<file path="src/rtl/conv_ber_monitor_if.sv">
// Bundle of source/decoded bit streams and BER monitor status for conv_ber_monitor.
// The slave modport belongs to the monitor; the master modport belongs to whoever feeds it.
interface conv_ber_monitor_if #(
    parameter int DLY_W = 6,
    parameter int CNT_W = 16
);
    logic             src_bit;
    logic             src_valid;
    logic             dec_bit;
    logic             dec_valid;
    logic             clear;
    logic             locked;
    logic [DLY_W-1:0] delay_est;
    logic             err_flag;
    logic [CNT_W-1:0] err_cnt;
    logic [CNT_W-1:0] bit_cnt;
    logic             win_done;
    logic [CNT_W-1:0] win_err;

    modport master (
        output src_bit, src_valid, dec_bit, dec_valid, clear,
        input  locked, delay_est, err_flag, err_cnt, bit_cnt, win_done, win_err
    );

    modport slave (
        input  src_bit, src_valid, dec_bit, dec_valid, clear,
        output locked, delay_est, err_flag, err_cnt, bit_cnt, win_done, win_err
    );
endinterface

</file>
<file path="src/rtl/conv_ber_monitor.sv">
// Bit-error monitor: finds the Viterbi decoder latency against a source-bit history, locks, then counts errors.
// Optional macro BER_LOSS_DETECT_EN drops lock when a completed window exceeds LOSS_THRESH errors.
module conv_ber_monitor #(
    parameter int MAX_DELAY   = 64,
    parameter int SEARCH_LEN  = 32,
    parameter int SEARCH_TOL  = 2,
    parameter int WIN_LEN     = 1024,
    parameter int LOSS_THRESH = 256,
    parameter int CNT_W       = 16
) (
    input  logic                 clk20M_sig,
    input  logic                 reset_sig,
    conv_ber_monitor_if.slave    bus
);
    localparam int DLY_W = $clog2(MAX_DELAY);
    localparam int IDX_W = $clog2(SEARCH_LEN + 1);
    localparam int WIN_W = $clog2(WIN_LEN + 1);
    localparam logic [CNT_W-1:0] CNT_MAX = '1;

`ifdef BER_LOSS_DETECT_EN
    localparam bit LOSS_EN = 1'b1;
`else
    localparam bit LOSS_EN = 1'b0;
`endif

    typedef enum logic {ST_SEARCH, ST_LOCK} state_t;

    state_t               r_state;
    logic [MAX_DELAY-1:0] r_hist;
    logic [MAX_DELAY-1:0] w_hist_d;
    logic [DLY_W-1:0]     r_delay_est;
    logic [IDX_W-1:0]     r_search_idx;
    logic [IDX_W-1:0]     r_search_err;
    logic [WIN_W-1:0]     r_win_cnt;
    logic [CNT_W-1:0]     r_win_acc;
    logic                 r_locked;
    logic                 r_err_flag;
    logic [CNT_W-1:0]     r_err_cnt;
    logic [CNT_W-1:0]     r_bit_cnt;
    logic                 r_win_done;
    logic [CNT_W-1:0]     r_win_err;

    logic                 w_mis;
    logic [IDX_W-1:0]     w_idx_inc;
    logic [IDX_W-1:0]     w_serr_inc;
    logic [DLY_W-1:0]     w_delay_nxt;
    logic [CNT_W-1:0]     w_bit_inc;
    logic [CNT_W-1:0]     w_err_inc;
    logic [CNT_W-1:0]     w_acc_inc;
    logic                 w_search_end;
    logic                 w_search_ok;
    logic                 w_win_last;
    logic                 w_loss;

    genvar gi;
    generate
        for (gi = 0; gi < MAX_DELAY; gi++) begin : g_hist
            if (gi == 0) begin : g_head
                assign w_hist_d[gi] = bus.src_bit;
            end else begin : g_tail
                assign w_hist_d[gi] = r_hist[gi-1];
            end
        end
    endgenerate

    // History is not touched by clear: the decoder pipeline still holds those bits.
    always_ff @(posedge clk20M_sig or posedge reset_sig) begin
        if (reset_sig) begin
            r_hist <= '0;
        end else if (bus.src_valid) begin
            r_hist <= w_hist_d;
        end
    end

    // Compare against the history as it stood before this cycle's shift.
    assign w_mis        = bus.dec_bit ^ r_hist[r_delay_est];
    assign w_idx_inc    = r_search_idx + IDX_W'(1);
    assign w_serr_inc   = r_search_err + IDX_W'(w_mis);
    assign w_search_end = (int'(w_idx_inc) == SEARCH_LEN);
    assign w_search_ok  = (int'(w_serr_inc) <= SEARCH_TOL);
    assign w_delay_nxt  = (int'(r_delay_est) == MAX_DELAY - 1) ? '0 : r_delay_est + DLY_W'(1);
    assign w_bit_inc    = (r_bit_cnt == CNT_MAX) ? r_bit_cnt : r_bit_cnt + CNT_W'(1);
    assign w_err_inc    = (r_err_cnt == CNT_MAX) ? r_err_cnt : r_err_cnt + CNT_W'(w_mis);
    assign w_acc_inc    = (r_win_acc == CNT_MAX) ? r_win_acc : r_win_acc + CNT_W'(w_mis);
    assign w_win_last   = (int'(r_win_cnt) == WIN_LEN - 1);
    assign w_loss       = LOSS_EN && (int'(w_acc_inc) > LOSS_THRESH);

    always_ff @(posedge clk20M_sig or posedge reset_sig) begin
        if (reset_sig) begin
            r_state      <= ST_SEARCH;
            r_delay_est  <= '0;
            r_search_idx <= '0;
            r_search_err <= '0;
            r_win_cnt    <= '0;
            r_win_acc    <= '0;
            r_locked     <= 1'b0;
            r_err_flag   <= 1'b0;
            r_err_cnt    <= '0;
            r_bit_cnt    <= '0;
            r_win_done   <= 1'b0;
            r_win_err    <= '0;
        end else if (bus.clear) begin
            r_state      <= ST_SEARCH;
            r_delay_est  <= '0;
            r_search_idx <= '0;
            r_search_err <= '0;
            r_win_cnt    <= '0;
            r_win_acc    <= '0;
            r_locked     <= 1'b0;
            r_err_flag   <= 1'b0;
            r_err_cnt    <= '0;
            r_bit_cnt    <= '0;
            r_win_done   <= 1'b0;
            r_win_err    <= '0;
        end else begin
            r_err_flag <= 1'b0;
            r_win_done <= 1'b0;
            if (bus.dec_valid) begin
                if (r_state == ST_SEARCH) begin
                    if (w_search_end) begin
                        r_search_idx <= '0;
                        r_search_err <= '0;
                        if (w_search_ok) begin
                            r_state   <= ST_LOCK;
                            r_locked  <= 1'b1;
                            r_err_cnt <= '0;
                            r_bit_cnt <= '0;
                            r_win_cnt <= '0;
                            r_win_acc <= '0;
                        end else begin
                            r_delay_est <= w_delay_nxt;
                        end
                    end else begin
                        r_search_idx <= w_idx_inc;
                        r_search_err <= w_serr_inc;
                    end
                end else begin
                    r_err_flag <= w_mis;
                    r_bit_cnt  <= w_bit_inc;
                    r_err_cnt  <= w_err_inc;
                    if (w_win_last) begin
                        r_win_done <= 1'b1;
                        r_win_err  <= w_acc_inc;
                        r_win_cnt  <= '0;
                        r_win_acc  <= '0;
                        if (w_loss) begin
                            r_state     <= ST_SEARCH;
                            r_locked    <= 1'b0;
                            r_delay_est <= '0;
                        end
                    end else begin
                        r_win_cnt <= r_win_cnt + WIN_W'(1);
                        r_win_acc <= w_acc_inc;
                    end
                end
            end
        end
    end

    assign bus.locked    = r_locked;
    assign bus.delay_est = r_delay_est;
    assign bus.err_flag  = r_err_flag;
    assign bus.err_cnt   = r_err_cnt;
    assign bus.bit_cnt   = r_bit_cnt;
    assign bus.win_done  = r_win_done;
    assign bus.win_err   = r_win_err;
endmodule

</file>
<file path="src/flat_wrapper.sv">
// flat-port wrapper written by rule: the top's interface ports become plain ports
module conv_ber_monitor_flat 
#(
    parameter int MAX_DELAY   = 64,
    parameter int SEARCH_LEN  = 32,
    parameter int SEARCH_TOL  = 2,
    parameter int WIN_LEN     = 1024,
    parameter int LOSS_THRESH = 256,
    parameter int CNT_W       = 16
)
  (clk20M_sig, reset_sig, bus_src_bit, bus_src_valid, bus_dec_bit, bus_dec_valid, bus_clear, bus_locked, bus_delay_est, bus_err_flag, bus_err_cnt, bus_bit_cnt, bus_win_done, bus_win_err);
  conv_ber_monitor_if #(.DLY_W(6), .CNT_W(CNT_W)) bus_i ();
  input  logic clk20M_sig;
  input  logic reset_sig;
  input wire logic [$bits(bus_i.src_bit)-1:0] bus_src_bit;
  input wire logic [$bits(bus_i.src_valid)-1:0] bus_src_valid;
  input wire logic [$bits(bus_i.dec_bit)-1:0] bus_dec_bit;
  input wire logic [$bits(bus_i.dec_valid)-1:0] bus_dec_valid;
  input wire logic [$bits(bus_i.clear)-1:0] bus_clear;
  output wire logic [$bits(bus_i.locked)-1:0] bus_locked;
  output wire logic [$bits(bus_i.delay_est)-1:0] bus_delay_est;
  output wire logic [$bits(bus_i.err_flag)-1:0] bus_err_flag;
  output wire logic [$bits(bus_i.err_cnt)-1:0] bus_err_cnt;
  output wire logic [$bits(bus_i.bit_cnt)-1:0] bus_bit_cnt;
  output wire logic [$bits(bus_i.win_done)-1:0] bus_win_done;
  output wire logic [$bits(bus_i.win_err)-1:0] bus_win_err;
  assign bus_i.src_bit = bus_src_bit;
  assign bus_i.src_valid = bus_src_valid;
  assign bus_i.dec_bit = bus_dec_bit;
  assign bus_i.dec_valid = bus_dec_valid;
  assign bus_i.clear = bus_clear;
  assign bus_locked = bus_i.locked;
  assign bus_delay_est = bus_i.delay_est;
  assign bus_err_flag = bus_i.err_flag;
  assign bus_err_cnt = bus_i.err_cnt;
  assign bus_bit_cnt = bus_i.bit_cnt;
  assign bus_win_done = bus_i.win_done;
  assign bus_win_err = bus_i.win_err;
  conv_ber_monitor #(.MAX_DELAY(MAX_DELAY), .SEARCH_LEN(SEARCH_LEN), .SEARCH_TOL(SEARCH_TOL), .WIN_LEN(WIN_LEN), .LOSS_THRESH(LOSS_THRESH), .CNT_W(CNT_W)) u_core (.clk20M_sig(clk20M_sig), .reset_sig(reset_sig), .bus(bus_i));
endmodule
</file>
<file path="config.mk">
export PLATFORM = sky130hd
export DESIGN_NAME = conv_ber_monitor_flat
export DESIGN_NICKNAME = d
export VERILOG_FILES = /design/src/rtl/conv_ber_monitor_if.sv /design/src/rtl/conv_ber_monitor.sv /design/src/flat_wrapper.sv
export SDC_FILE = /design/constraint.sdc
export NUM_CORES = 1
export LEC_CHECK = 0
export CELL_PAD_IN_SITES_DETAIL_PLACEMENT = 1
export CELL_PAD_IN_SITES_GLOBAL_PLACEMENT = 2
export CORE_UTILIZATION = 39
export DETAILED_ROUTE_END_ITERATION = 8
export HOLD_SLACK_MARGIN = 0.08
export PLACE_DENSITY = 0.88
export SYNTH_ARGS = -nofsm -noshare
export SYNTH_HDL_FRONTEND = slang
export SYNTH_SLANG_ARGS = --single-unit
</file>
<file path="constraint.sdc">
create_clock -name clk20M_sig -period 7.4 [get_ports clk20M_sig]
set_input_delay 1.48 -clock clk20M_sig [delete_from_list [all_inputs] [get_ports clk20M_sig]]
set_output_delay 1.48 -clock clk20M_sig [all_outputs]
set_load 0.03 [all_outputs]
</file>
[Word level (Yosys, flattened, before mapping)]
Cells that the tools add are included.
Operators by class
  muxes and demuxes: 58
  magnitude comparators: 2
  div/mod/pow operators: 0
  shift-type cells: 0
  eq/ne operators: 10
  add/sub/neg operators: 7
  reduce and logical (&&, ||, !) cells: 14
  bitwise logic cells: 1
  multipliers: 0
Operator list (number)
  two-way mux 16 bit: 19
  two-way mux 6 bit: 14
  two-way mux 11 bit: 6
  equality test 16 bit, second input constant: 3
  adder 16 x 1 -> 16 bit: 2
  two-way mux 1 bit: 18
  adder 16 x 1 -> 16 bit, second input constant: 1
  AND reduction 4 bit: 4
  adder 6 x 1 -> 6 bit, second input constant: 2
  adder 11 x 1 -> 11 bit, second input constant: 1
  equality test 11 bit, second input constant: 1
  nonzero test 2 bit: 5
  < comparator 6 x 7 -> 1 bit, second input constant: 1
  adder 6 x 1 -> 6 bit: 1
  binary-select mux 1 bit (select 6 bit): 1
  equality test 6 x 1 -> 1 bit, second input constant: 1
  equality test 6 bit, second input constant: 1
  <= comparator 6 x 2 -> 1 bit, second input constant: 1
  != test 3 bit, second input constant: 2
  AND reduction 3 bit: 2
  nonzero test 3 bit: 2
  != test 2 bit, second input constant: 2
  AND reduction 2 bit: 1
  bitwise XOR 1 bit: 1
Storage, ports and cells
  RAM bits: 0
  output and inout port bits: 57
  word-level logic and storage cells: 105
  memories kept: 0
  bits in latches: 0
  bits of input ports: 7
  register bits: 161
  memory bits (read-only): 0

[Logic depth before layout (Yosys ltp)]
  depth in word-level cells: 10
  mapped depth: 19
  gate-level depth less buffers: 14

[Least setup slack after synthesis]
Ideal clock, no wire load.
  path type: reg-to-reg
  from: reg u_core.r_delay_est[0] (netlist: u_core.bus.delay_est[0])
  to: reg u_core.r_bit_cnt[12] (netlist: u_core.bus.bit_cnt[12])
  period minus slack after synthesis: 4.338 ns
  data arrival time: 4.199 ns
  data required time: 7.261 ns
  path slack: 3.062 ns
  library setup time: 0.139 ns
  cell stages (with the launch flop): 18
  path buffers: 4
  cell sequence: dfrtp_1 > buf_2 > clkbuf_1 > mux4_2 > a22oi_1 > a21boi_0 > o21ai_0 > xnor2_1 > ha_1 > ha_1 > nor3_1 > a31oi_1 > a211oi_4 > a31oi_4 > buf_6 > buf_2 > o311ai_0 > o31ai_1
Between the ends
  cells in the longest elaborated chain, start to end: 7
RTL lines
  from (decl): RTL line conv_ber_monitor.sv:31  | logic [DLY_W-1:0] r_delay_est;
  from (signal assigned): RTL line conv_ber_monitor.sv:131  | r_delay_est <= w_delay_nxt;
  binary-select mux 1 bit (select 6 bit): RTL line conv_ber_monitor.sv:76  | assign w_mis = bus.dec_bit ^ r_hist[r_delay_est];
  two-way mux 1 bit (not written as such): RTL line conv_ber_monitor.sv:76
  bitwise XOR 1 bit: RTL line conv_ber_monitor.sv:76
  adder 6 x 1 -> 6 bit: RTL line conv_ber_monitor.sv:78  | assign w_serr_inc = r_search_err + IDX_W'(w_mis);
  <= comparator 6 x 2 -> 1 bit: RTL line conv_ber_monitor.sv:80  | assign w_search_ok = (int'(w_serr_inc) <= SEARCH_TOL);
  nonzero test 3 bit (no source line)
  AND reduction 4 bit (no source line)
  to (signal assigned): RTL line conv_ber_monitor.sv:139  | r_bit_cnt <= w_bit_inc;
  to (decl): RTL line conv_ber_monitor.sv:39  | logic [CNT_W-1:0] r_bit_cnt;
No other way between the ends. The select of a mux whose other input is x is not followed.
A chain may end at the register's enable or synchronous reset.

[Worst setup path in the final report]
  from: reg u_core.r_delay_est[2] (netlist: u_core.bus.delay_est[2])
  to: reg u_core.r_bit_cnt[15] (netlist: u_core.bus.bit_cnt[15])
Same word-level chain as after synthesis.

==> impl_metrics.py <==
metrics = {
    "placed_design": {
        "dp_hpwl_um": 13910,
        "dpl_cell_area_mm2": 0.009040,
        "port_buffers": 63,
        "globalplace.congestion": 0.7860,
    },
    "pwr": {
        "p_seq_share_pct": 47.5,
        "switchingPower_mw": 0.5210,
        "power_per_cell_area_mw_per_mm2": 221.4,
        "ir_drop_mv": 0.1572,
        "combinationalPowerShare_pct": 9.7,
        "p_clk_share_pct": 42.8,
        "p_leak_nw": 4.056,
        "swShare_pct": 24.40,
        "intPower_mw": 1.614,
    },
    "logic_synthesis": {
        "synthXorXnorAreaFrac_pct": 2.668,
        "yosysSeqAreaShare_pct": 49.09,
        "synth_adder_area_share_pct": 1.677,
        "syn_area_per_cell_um2": 10.56,
        "synth_top_family_by_area": "simple AND/OR/NAND/NOR gates",
        "yosys_warnings": 0,
        "synthCells": 777,
        "synthesis.area_mm2": 0.008207,
        "ys_seq_elements": 161,
        "netlist.area_leader.share_pct": 49.09,
        "synthMuxAreaShare_pct": 13.29,
        "synth_area_leader_cell": "dfrtp_1",
        "synth_top_flop_cell": "dfrtp_1",
        "ys_async_sr_fraction_pct": 100.0,
        "synth_edf_count": 0,
        "synth_simple_gate_area_share_pct": 17.15,
        "ys_top_cells_by_area": "dfrtp_1 49%, mux2_2 8.8%, o21ai_0 4.1%, nand2_1 3.7%, mux4_2 3.3%",
        "synth_cell_type_count": 59,
        "synth-compound-area-share_pct": 13.46,
        "synth_nets": 795,
    },
    "clock_tree": {
        "h-tree-depth": 4,
        "postCtsHoldBufs": 0,
        "clock-root-buffer": "clkbuf_16",
        "path_clk_slew_ns": 0.06,
        "numCtsBuffers": 17,
        "cts_sinks": 161,
        "clk_latency_ns": 0.43,
        "cts_resized": 0,
        "cts_buffer_depth": 2,
        "cts_tree": "built",
        "post_cts_buffers": 0,
    },
    "sta": {
        "rsz0062_at_grt": "no",
        "drv_slew": 0,
        "slew_headroom_pct": 23.84,
        "tightest_slew_ns": 1.142,
        "fin_crit_ns": 5.287,
        "clock_skew_ns": 0.01421,
        "finalSetupViolCount": 0,
        "fin_setup_tns_ns": 0,
        "fmax_mhz": 189.2,
        "hold_viol": 0,
        "finalCritPeriodShare_pct": 71.44,
    },
    "floorplanning": {
        "fp.dieH_um": 147.1,
        "core.rowCount": 52,
        "die-area_mm2": 0.02163,
        "coreArea_mm2": 0.02043,
        "initial_core_util_pct": 40.17,
        "die_w_um": 147.1,
        "io_pins": 64,
    },
    "finish": {
        "diodes": 0,
        "fin_nets": 842,
        "finalInstanceArea_mm2": 0.009644,
        "layout-drive-gt1-share_pct": 15.67,
        "area_growth_pct": 17.52,
        "fill_cells": 2243,
        "final_common_cell": "dfrtp_1",
        "layout_common_cells": "161 x dfrtp_1, 81 x nand2_1, 67 x o21ai_0",
    },
    "global_routing": {
        "grt_pass1_vias": 6805,
        "grt-ovfl-total": 0,
        "grt_pass1_wl_um": 35620,
        "grt_util_all_layers_pct": 20.57,
        "antenna_found_initial": 0,
        "grt_max_degree": 117,
    },
    "routing": {
        "antenna_left": 0,
        "top_layer": "met4",
        "first_iter_violations": 288,
        "route.met3.wl_um": 494,
        "routed_wl_um": 20930,
        "drc": 0,
        "wl_met1_um": 9388,
        "num_vias": 6324,
        "wl_per_cell_um": 18.93,
        "dr_wl_met2_um": 10750,
        "drt_first_pass_iters": 4,
        "vias_per_cell": 5.718,
    },
    "job": {
        "max-cap-violations": 0,
    },
    "worst_setup_path": {
        "crit_type": "flop to flop",
        "crit_path_max_fanout": 88,
        "endpoint_kind": "flop",
        "cp.required_ns": 7.74,
        "crit_path_start_kind": "flop",
        "arrival_ns": 5.63,
    },
    "min_path": {
        "hold_class": "flop to flop",
    },
    "outcome": {
        "status": "finished, final reports clean",
    },
}
layout make-up:
type / instances / area, um2 / share of cell area [%]
multi-input cells: 567 / 3960 / 41.06
repair buffers: 71 / 685.7 / 7.110
inverters: 6 / 27.53 / 0.2854
clock inverters: 10 / 133.9 / 1.388
well taps: 270 / 337.8 / 3.503
flip-flops and latches: 161 / 4029 / 41.77
clock buffers: 21 / 470.5 / 4.878
cells by family (layout without fill, tap and decap cells):
logic type               Yosys count  count (layout)
AO/OA/AOI/OAI                    171             171
flip-flops                       161             161
buffers and inverters             49             108
XOR/XNOR                          25              25
adder cells (fa/ha/maj)           11              11
multiplexers                      86              86
AND/OR/NAND/NOR                  274             274
power groups by stage:
stage / clock network [mW] / registers (mW) / logic, mW
after floorplan: 0 / 1.00 / 0.168
after global placement: 0 / 1.02 / 0.199
after detailed placement: 0 / 1.03 / 0.209
after CTS: 0.934 / 1.01 / 0.211
after global routing: 0.971 / 1.03 / 0.228
final: 0.913 / 1.02 / 0.207
path summary, 6_finish.rpt:
path,slack [ns],cells after the start,to,from
setup / recovery,2.11,15,u_core.bus.bit_cnt[15]$_DFFE_PP0P_,u_core.bus.delay_est[2]$_DFFE_PP0P_
hold / removal,0.49,2,u_core.bus.win_err[11]$_DFFE_PP0P_,u_core.bus.win_err[11]$_DFFE_PP0P_
setup reg to reg,2.11,15,u_core.bus.bit_cnt[15]$_DFFE_PP0P_,u_core.bus.delay_est[2]$_DFFE_PP0P_
hold reg to reg,0.49,2,u_core.bus.win_err[11]$_DFFE_PP0P_,u_core.bus.win_err[11]$_DFFE_PP0P_
max in group asynchronous,4.45,3,u_core.bus.err_cnt[0]$_DFFE_PP0P_,reset_sig
min in group asynchronous,1.65,2,u_core.bus.delay_est[4]$_DFFE_PP0P_,reset_sig
critical path: stages, from the launching register on:
cell and delay [ns]:
dfrtp_1 1.10, mux4_2 0.60, nand2b_1 0.15, nand3_1 0.11, o211ai_1 0.07, o21ai_0 0.42, xnor2_1 0.26, ha_1 0.25
ha_1 0.24, nor3_1 0.18, a31oi_1 0.11, a211oi_4 0.37, a31oi_4 0.12, buf_4 0.38, or4_1 0.60, a21oi_1 0.17
flip-flops by register name (all words and copies together), names as in the netlist:
register / count
u_core.bus.win_err: 16
u_core.bus.delay_est: 6
u_core.bus.bit_cnt: 16
u_core.r_search_idx: 6
u_core.bus.locked: 1
u_core.bus.err_flag: 1
u_core.r_win_cnt: 11
u_core.bus.err_cnt: 16
u_core.r_win_acc: 16
u_core.r_search_err: 6
u_core.r_hist: 64
u_core.r_state: 1
u_core.bus.win_done: 1
layer usage:
layer  global-route usage (%)  vias to the layer above
met5                        0                        -
met4                    6.186                        0
met3                    3.913                       25
met2                    35.94                       72
met1                    25.72                     3281
li1                         -                     2946
Yosys cell counts (all sizes together), types with 2 or more instances:
master / number
inv: 6
mux4: 12
o21ai: 68
a21o: 2
buf: 19
nor4: 7
nand2b: 8
nor3: 10
o2bb2a: 2
nor2b: 6
mux2: 64
or4: 17
nand4: 13
xor2: 10
a2111oi: 2
nand3: 41
dfrtp: 161
o21a: 5
ha: 11
a31oi: 8
o31a: 4
nand2: 81
nor2: 46
or3: 12
a22o: 6
clkbuf: 24
a22oi: 4
and2: 9
a21oi: 30
mux2i: 10
o211ai: 13
or2: 6
xnor2: 15
a211oi: 3
and4: 5
o31ai: 14
and3: 10
through the flow:
step / hold WS [ns] / instances / util [%] / worst slack (ns) / power [mW]
floorplan: 0.4490 / 777 / - / 1.572 / 1.172
finish: 0.4869 / 1106 / 47.21 / 2.113 / 2.135
global route: 0.5108 / 1106 / 47.21 / 1.700 / 2.226
global placement: 0.4648 / 1075 / 44.25 / 2.334 / 1.222
CTS: 0.4892 / 1106 / 47.21 / 2.038 / 2.159
detailed placement: 0.4778 / 1075 / 44.25 / 2.132 / 1.239
Power figures use the tool's default switching activity.
